**src/rtl/ex_div.sv**
```systemverilog
// ex_div: multi-cycle 32-bit restoring divider for the EX stage.
// Computes one quotient bit per cycle and supports signed and unsigned divides.
// Ports:
//   clk           - clock, rising edge
//   rst           - asynchronous active-high reset
//   signed_div_i  - 1 = signed divide, 0 = unsigned divide
//   opdata1_i     - dividend
//   opdata2_i     - divisor
//   start_i       - divide request, held high until the result is consumed
//   annul_i       - discard the operation in progress
//   result_o      - {remainder, quotient}; the upper half goes to HI, the lower half to LO
//   ready_o       - result_o is valid
module ex_div (
    input  logic        clk,
    input  logic        rst,
    input  logic        signed_div_i,
    input  logic [31:0] opdata1_i,
    input  logic [31:0] opdata2_i,
    input  logic        start_i,
    input  logic        annul_i,
    output logic [63:0] result_o,
    output logic        ready_o
);

    typedef enum logic [1:0] {
        S_FREE,
        S_BYZERO,
        S_ON,
        S_END
    } state_t;

    state_t      state;
    logic [4:0]  cnt;
    logic [31:0] dvd;
    logic [31:0] dvs;
    logic [31:0] rem;
    logic        neg_q;
    logic        neg_r;

    logic [31:0] op1_abs;
    logic [31:0] op2_abs;
    logic [32:0] pr_sh;
    logic        q_bit;
    logic [31:0] rem_nxt;
    logic [31:0] q_fin;
    logic [31:0] q_out;
    logic [31:0] r_out;

    // Two's-complement magnitude; 0x80000000 maps to itself, which
    // is still the right unsigned magnitude.
    assign op1_abs = (signed_div_i && opdata1_i[31]) ?
                     (~opdata1_i + 32'd1) : opdata1_i;
    assign op2_abs = (signed_div_i && opdata2_i[31]) ?
                     (~opdata2_i + 32'd1) : opdata2_i;

    // One restoring step. The dividend register shifts left each cycle,
    // freeing its LSB for the new quotient bit, so after 32 steps it
    // holds the quotient.
    always_comb begin
        pr_sh   = {rem, dvd[31]};
        q_bit   = (pr_sh >= {1'b0, dvs});
        rem_nxt = q_bit ? (pr_sh[31:0] - dvs) : pr_sh[31:0];
        q_fin   = {dvd[30:0], q_bit};
        q_out   = neg_q ? (~q_fin + 32'd1) : q_fin;
        r_out   = neg_r ? (~rem_nxt + 32'd1) : rem_nxt;
    end

    always_ff @(posedge clk or posedge rst) begin
        if (rst) begin
            state    <= S_FREE;
            cnt      <= 5'd0;
            dvd      <= 32'd0;
            dvs      <= 32'd0;
            rem      <= 32'd0;
            neg_q    <= 1'b0;
            neg_r    <= 1'b0;
            result_o <= 64'd0;
            ready_o  <= 1'b0;
        end else begin
            unique case (state)
                S_FREE: begin
                    ready_o  <= 1'b0;
                    result_o <= 64'd0;
                    if (start_i && !annul_i) begin
                        if (opdata2_i == 32'd0) begin
                            state <= S_BYZERO;
                        end else begin
                            state <= S_ON;
                            cnt   <= 5'd0;
                            dvd   <= op1_abs;
                            dvs   <= op2_abs;
                            rem   <= 32'd0;
                            neg_q <= signed_div_i &
                                     (opdata1_i[31] ^ opdata2_i[31]);
                            neg_r <= signed_div_i & opdata1_i[31];
                        end
                    end
                end
                S_BYZERO: begin
                    result_o <= 64'd0;
                    if (annul_i) begin
                        state   <= S_FREE;
                        ready_o <= 1'b0;
                    end else begin
                        state   <= S_END;
                        ready_o <= 1'b1;
                    end
                end
                S_ON: begin
                    if (annul_i) begin
                        state    <= S_FREE;
                        ready_o  <= 1'b0;
                        result_o <= 64'd0;
                    end else begin
                        dvd <= q_fin;
                        rem <= rem_nxt;
                        cnt <= cnt + 5'd1;
                        if (cnt == 5'd31) begin
                            state    <= S_END;
                            ready_o  <= 1'b1;
                            result_o <= {r_out, q_out};
                        end
                    end
                end
                S_END: begin
                    if (annul_i || !start_i) begin
                        state    <= S_FREE;
                        ready_o  <= 1'b0;
                        result_o <= 64'd0;
                    end
                end
                default: begin
                    state    <= S_FREE;
                    ready_o  <= 1'b0;
                    result_o <= 64'd0;
                end
            endcase
        end
    end

endmodule

```
**config.mk**
```make
export PLATFORM = sky130hd
export DESIGN_NAME = ex_div
export DESIGN_NICKNAME = d
export VERILOG_FILES = /design/src/rtl/ex_div.sv
export SDC_FILE = /design/constraint.sdc
export NUM_CORES = 1
export LEC_CHECK = 0
export ABC_AREA = 1
export BUFFER_PORTS_ARGS = -buffer_cell sky130_fd_sc_hd__buf_2
export CAP_MARGIN = 40
export CORE_UTILIZATION = 50
export DETAILED_ROUTE_END_ITERATION = 12
export HOLD_SLACK_MARGIN = 0.15
export PLACE_DENSITY = 0.69
export SYNTH_ARGS = -nofsm -noshare
export SYNTH_HDL_FRONTEND = slang
export SYNTH_SLANG_ARGS = --single-unit
```
**constraint.sdc**
```tcl
create_clock -name clk -period 8.1 [get_ports clk]
set_input_delay 2.43 -clock clk [delete_from_list [all_inputs] [get_ports clk]]
set_output_delay 2.43 -clock clk [all_outputs]
set_load 0.1 [all_outputs]
```
* Word level (Yosys, flattened, before mapping) *
Cells that the tools add are included.
W data, S select, Z words.

storage, ports and cells
  memories kept = 0
  bits in read-only memories = 0
  input bits = 69
  bits in latches = 0
  output and inout bits = 65
  logic and storage cells = 80
  bits in writable memories = 0
  register bits after elaboration = 170

cells by class
  shifts and indexed selects = 0
  mux-type cells = 33
  eq/ne operators = 9
  bitwise logic cells = 8
  add/sub/neg operators = 6
  reductions and logical operators = 14
  div/mod/pow operators = 0
  multiply operators = 0
  order comparisons = 1

operators by type and width
  operator                 number
  $mux W32                 11
  $mux W64                 3
  $pmux W64 S3             1
  $add A32 B1 Y32 const B  4
  $not A32 Y32             4
  $pmux W32 S2             2
  $ge A33 B32 Y1           1
  $logic_not A32 Y1        1
  $sub A32 B32 Y32         1
  $mux W5                  3
  $mux W2                  6
  $pmux W5 S2              1
  $ne A2 B2 Y1 const B     4
  $pmux W2 S4              1
  $reduce_and A3 Y1        2
  $add A5 B1 Y5 const B    1
  $eq A5 B5 Y1 const B     1
  $eq A2 B2 Y1 const B     2
  $mux W1                  4
  $pmux W1 S4              1
  $reduce_and A4 Y1        1
  $logic_and A1 B1 Y1      3
  $ne A3 B3 Y1 const B     1
  $and A1 B1 Y1            2
  9 further kinds          10

* Longest topological paths before layout *
  word-level depth = 8
  gate-level depth with buffers = 29
  gate-level depth less buffers = 28

* Worst setup path after synthesis *
Ideal clock, no wire load.

  kind = input port to flip-flop
  from = input opdata2_i[0]
  to = register dvd[4]
  stages on the path = 16
  slack = 3642 ps
  data arrival time = 4327 ps
  path buffers = 1
  library setup time = 131 ps
  required time = 7969 ps
  cells stage by stage = inv_1 > ha_1 > nand4_1 > nor3_2 > nand2_1 > nor2_1 > nand4_1 > nor2_1 > nand2_1 > a21oi_1 > nor2_1 > nor2_2 > inv_2 > clkbuf_1 > o211ai_1 > o21ai_0

on the way
  cells in the longest elaborated chain, start to end = 3

RTL lines
  element                             line  source
  from (decl)                         18    input logic [31:0] opdata2_i,
  $logic_not A32 Y1                   85    if (opdata2_i == 32'd0) begin
  $ne A2 B2 Y1 (no source line)       n/a
  $reduce_and A4 Y1 (no source line)  n/a
  to (signal assigned)                90    dvd <= op1_abs;
  to (signal assigned)                115   dvd <= q_fin;
  to (decl)                           34    logic [31:0] dvd;

Every way passes these cells.
A chain may end at the register's enable or synchronous reset.

* Final worst setup path *
  from = register rem[18]
  to = register result_o[28]

on the way
  cells in the longest elaborated chain, start to end = 7

RTL lines
  element                 line  source
  from (decl)             36    logic [31:0] rem;
  from (signal assigned)  116   rem <= rem_nxt;
  $ge A33 B32 Y1          61    q_bit = (pr_sh >= {1'b0, dvs});
  $not A32 Y32            64    q_out = neg_q ? (~q_fin + 32'd1) : q_fin;
  $add A32 B1 Y32         64
  $mux W32                64
  $mux W64                118   if (cnt == 5'd31) begin
  $mux W64                110   if (annul_i) begin
  $pmux W64 S3            80    unique case (state)
  to (signal assigned)    121   result_o <= {r_out, q_out};
  to (decl)               21    output logic [63:0] result_o,

Every way passes these cells. The select of a mux whose other input is x is not followed.

==> impl_metrics.csv <==
group,metric,value,unit
clock_tree,cts_made_buffers,17,
sta,fin_crit,5.39,ns
logic_synthesis,synth_edf_count,0,
worst_setup_path,worstPathArrival,5.76,ns
sta,setup_viol,0,
worst_setup_path,reg2regPathDepth,25,
detailed_routing,vias,13400,
clock_tree,clkLatencyLatePin,0.45,ns
floorplan,core_area,26000,um2
floorplan,pin_count,134,
status,status,"finished clean",
worst_setup_path,crit_type,"reg -> reg",
clock_tree,max-clock-path-buffers,2,
grt,grt_pass1_vias,12400,
detailed_routing,dr.first_iter.drc_count,1225,
logic_synthesis,syn-instance-count,2000,
floorplan,rows,59,
worst_setup_path,start_kind,"flop",
clock_tree,cts_num_sinks,170,
clock_tree,htree_levels,4,
sta,max_slew_margin,38.6,%
detailed_routing,ant_nets,0,
logic_synthesis,ys_ff_latch,170,
sta,rsz0062_at_grt,"no",
clock_tree,post_cts_buffers,0,
logic_synthesis,synth_fp_nets,2112,
worst_setup_path,crit_end,"result_o[28]$_DFFE_PP0P_",
logic_synthesis,netlist_area,13200,um2
worst_setup_path,cp-startpoint,"rem[18]$_DFFE_PP0P_",
layout,n_fill_cell,2632,
clock_tree,cts_tree,"done",
worst_setup_path,path_max_fanout,40,
place,gp_congestion,0.958,
layout,area_growth,10.8,%
logic_synthesis,synth_area_leaders,"dfrtp_1 (32%), nand2_1 (18%), inv_1 (7.7%)",
floorplan,start_util,50.8,%
grt,grt_pass1_wl,65.6,mm
logic_synthesis,synth_top_area_share,32.2,%
logic_synthesis,yosysMostFrequentCell,"nand2_1",
worst_setup_path,crit_required,8.48,ns
detailed_routing,routed_wl,41.0,mm
logic_synthesis,ys_seq_area_share,32.2,%
job,cap_violations,0,
sta,fin_crit_sh,66.5,%
floorplan,fp.dieW,164,um
grt,antenna_found_initial,1,
clock_tree,cts_root_buf,"clkbuf_16",
clock_tree,ctsHoldBuffers,0,
logic_synthesis,ys_types,51,
grt,grt_use_total,31.6,%
sta,skew,0.0140,ns
worst_setup_path,worstReg2RegStart,"rem[18]$_DFFE_PP0P_",
layout,antenna_cells,0,
sta,fmax,186,MHz
min_path,hold_class,"reg -> reg",
worst_setup_path,rrSetupSlack,2.71,ns
logic_synthesis,async_flop_share,100,%
layout,num-nets-final,2209,
clock_tree,cts_resized,0,
logic_synthesis,yosysTopAreaCell,"dfrtp_1",
detailed_routing,drc,0,
sta,tns,0,ns
detailed_routing,avgRoutedWirePerCell,16.7,um
sta,worst_slew_pin_slew,0.921,ns
sta,hold_viol,0,
sta,timing.hold.ws,0.476,ns
worst_setup_path,crit_path_end_kind,"flop",
detailed_routing,via_per_inst,5.47,
place,numPortBuffers,133,
worst_setup_path,timing.rr.end,"result_o[28]$_DFFE_PP0P_",
sta,report.final.slew_viol_count,0,
clock_tree,clkTransAtPathRegs,0.08,ns
floorplan,dieArea,27000,um2
logic_synthesis,yosys_warnings,0,
logic_synthesis,syn_avg_cell_area,6.60,um2
layout,layout-drive-gt1-share,12.4,%
logic_synthesis,ys_top_cells_by_count,"nand2_1 (626), inv_1 (271), dfrtp_1 (170), nor2_1 (166), o21ai_0 (151)",
logic_synthesis,synth_top_flop_cell,"dfrtp_1",
grt,overflow,0,
place,dp_hpwl,31.7,mm
floorplan,fp.dieH,164,um
detailed_routing,drtPass1Iterations,5,
grt,grt_max_degree,79,
[worst max-delay path, cell delays in order, from the launching register on]
cell      delay [ns]
dfrtp_1         0.44
ha_1            0.36
nand2_1         0.12
inv_1           0.04
a21oi_1         0.34
o21bai_2        0.12
nand2_1         0.09
nand2_2         0.06
nor2_4          0.62
nand2_4         0.47
inv_1           0.36
ha_1            0.27
nand4_1         0.14
inv_1           0.13
nand2_1         0.08
inv_1           0.07
nand2_1         0.09
nor3_2          0.23
nand3_1         0.17
nor2_1          0.23
nand2_1         0.18
nor4_2          0.28
a21oi_1         0.14
nand2_1         0.10
nand2_1         0.05
o21ai_1         0.13
[flip-flops by register name, indices dropped and copies added (netlist names)]
register  cells
dvd          32
ready_o       1
rem          32
result_o     64
neg_q         1
state         2
dvs          32
neg_r         1
cnt           5
[metrics by stage]
step	worst slack (ns)	cell area (um2)	cells	util, %
detailed placement	2.54	14000	2413	54.0
CTS	2.84	14600	2445	56.3
global route	2.20	14600	2445	56.3
floorplan	1.07	13200	2000	-
global placement	2.63	14000	2413	54.0
finish	2.71	14600	2445	56.3
[cells by family after synthesis]
| kind of cell | synth area share [%] |
|---|---|
| XOR/XNOR | 4.78 |
| flip-flops | 32.2 |
| AO/OA/AOI/OAI | 13.2 |
| buffers and inverters | 10.4 |
| adder cells (fa/ha/maj) | 4.13 |
| AND/OR/NAND/NOR | 35.2 |
[worst min-delay path by stage]
stage / slack (ns) / cells after the start / from / end
floorplan: 0.45 / 2 / cnt[4]$_DFFE_PP0P_ / cnt[4]$_DFFE_PP0P_
global placement: 0.46 / 2 / result_o[62]$_DFFE_PP0P_ / result_o[62]$_DFFE_PP0P_
detailed placement: 0.46 / 2 / result_o[37]$_DFFE_PP0P_ / result_o[37]$_DFFE_PP0P_
CTS: 0.48 / 2 / result_o[37]$_DFFE_PP0P_ / result_o[37]$_DFFE_PP0P_
finish: 0.48 / 2 / result_o[37]$_DFFE_PP0P_ / result_o[37]$_DFFE_PP0P_
global route: 0.49 / 2 / result_o[21]$_DFFE_PP0P_ / result_o[21]$_DFFE_PP0P_
[cells in the final DEF, fill, tap and decap left out, types with 42 or more instances in the layout]
| master | count |
|---|---|
| inv_1 | 270 |
| nand2_1 | 625 |
| dfrtp_1 | 170 |
| a21oi_1 | 69 |
| nand3_1 | 120 |
| buf_2 | 133 |
| xor2_1 | 57 |
| nor2_1 | 166 |
| o21ai_0 | 151 |
| ha_1 | 42 |
[final cells by class]
type	count	area (um2)	area share (%)
clock buffer	18	439	3.00
clock inverter	14	146	1.00
inverter	278	1050	7.17
multi-input combinational	1488	7580	51.9
sequential	170	4250	29.1
tap	335	419	2.87
timing repair buffer	142	733	5.01
[routing by layer]
metal	track usage (%)	share of wire (%)	vias up
li1	-	-	6611
met1	41.7	43	6245
met2	53.1	48	453
met3	4.50	5.8	64
met4	10.3	2.9	0
met5	0	0	-
Power is left out: the tool's default activity adds up to more than one toggle a clock period on the data nets, which glitch-free logic cannot reach.
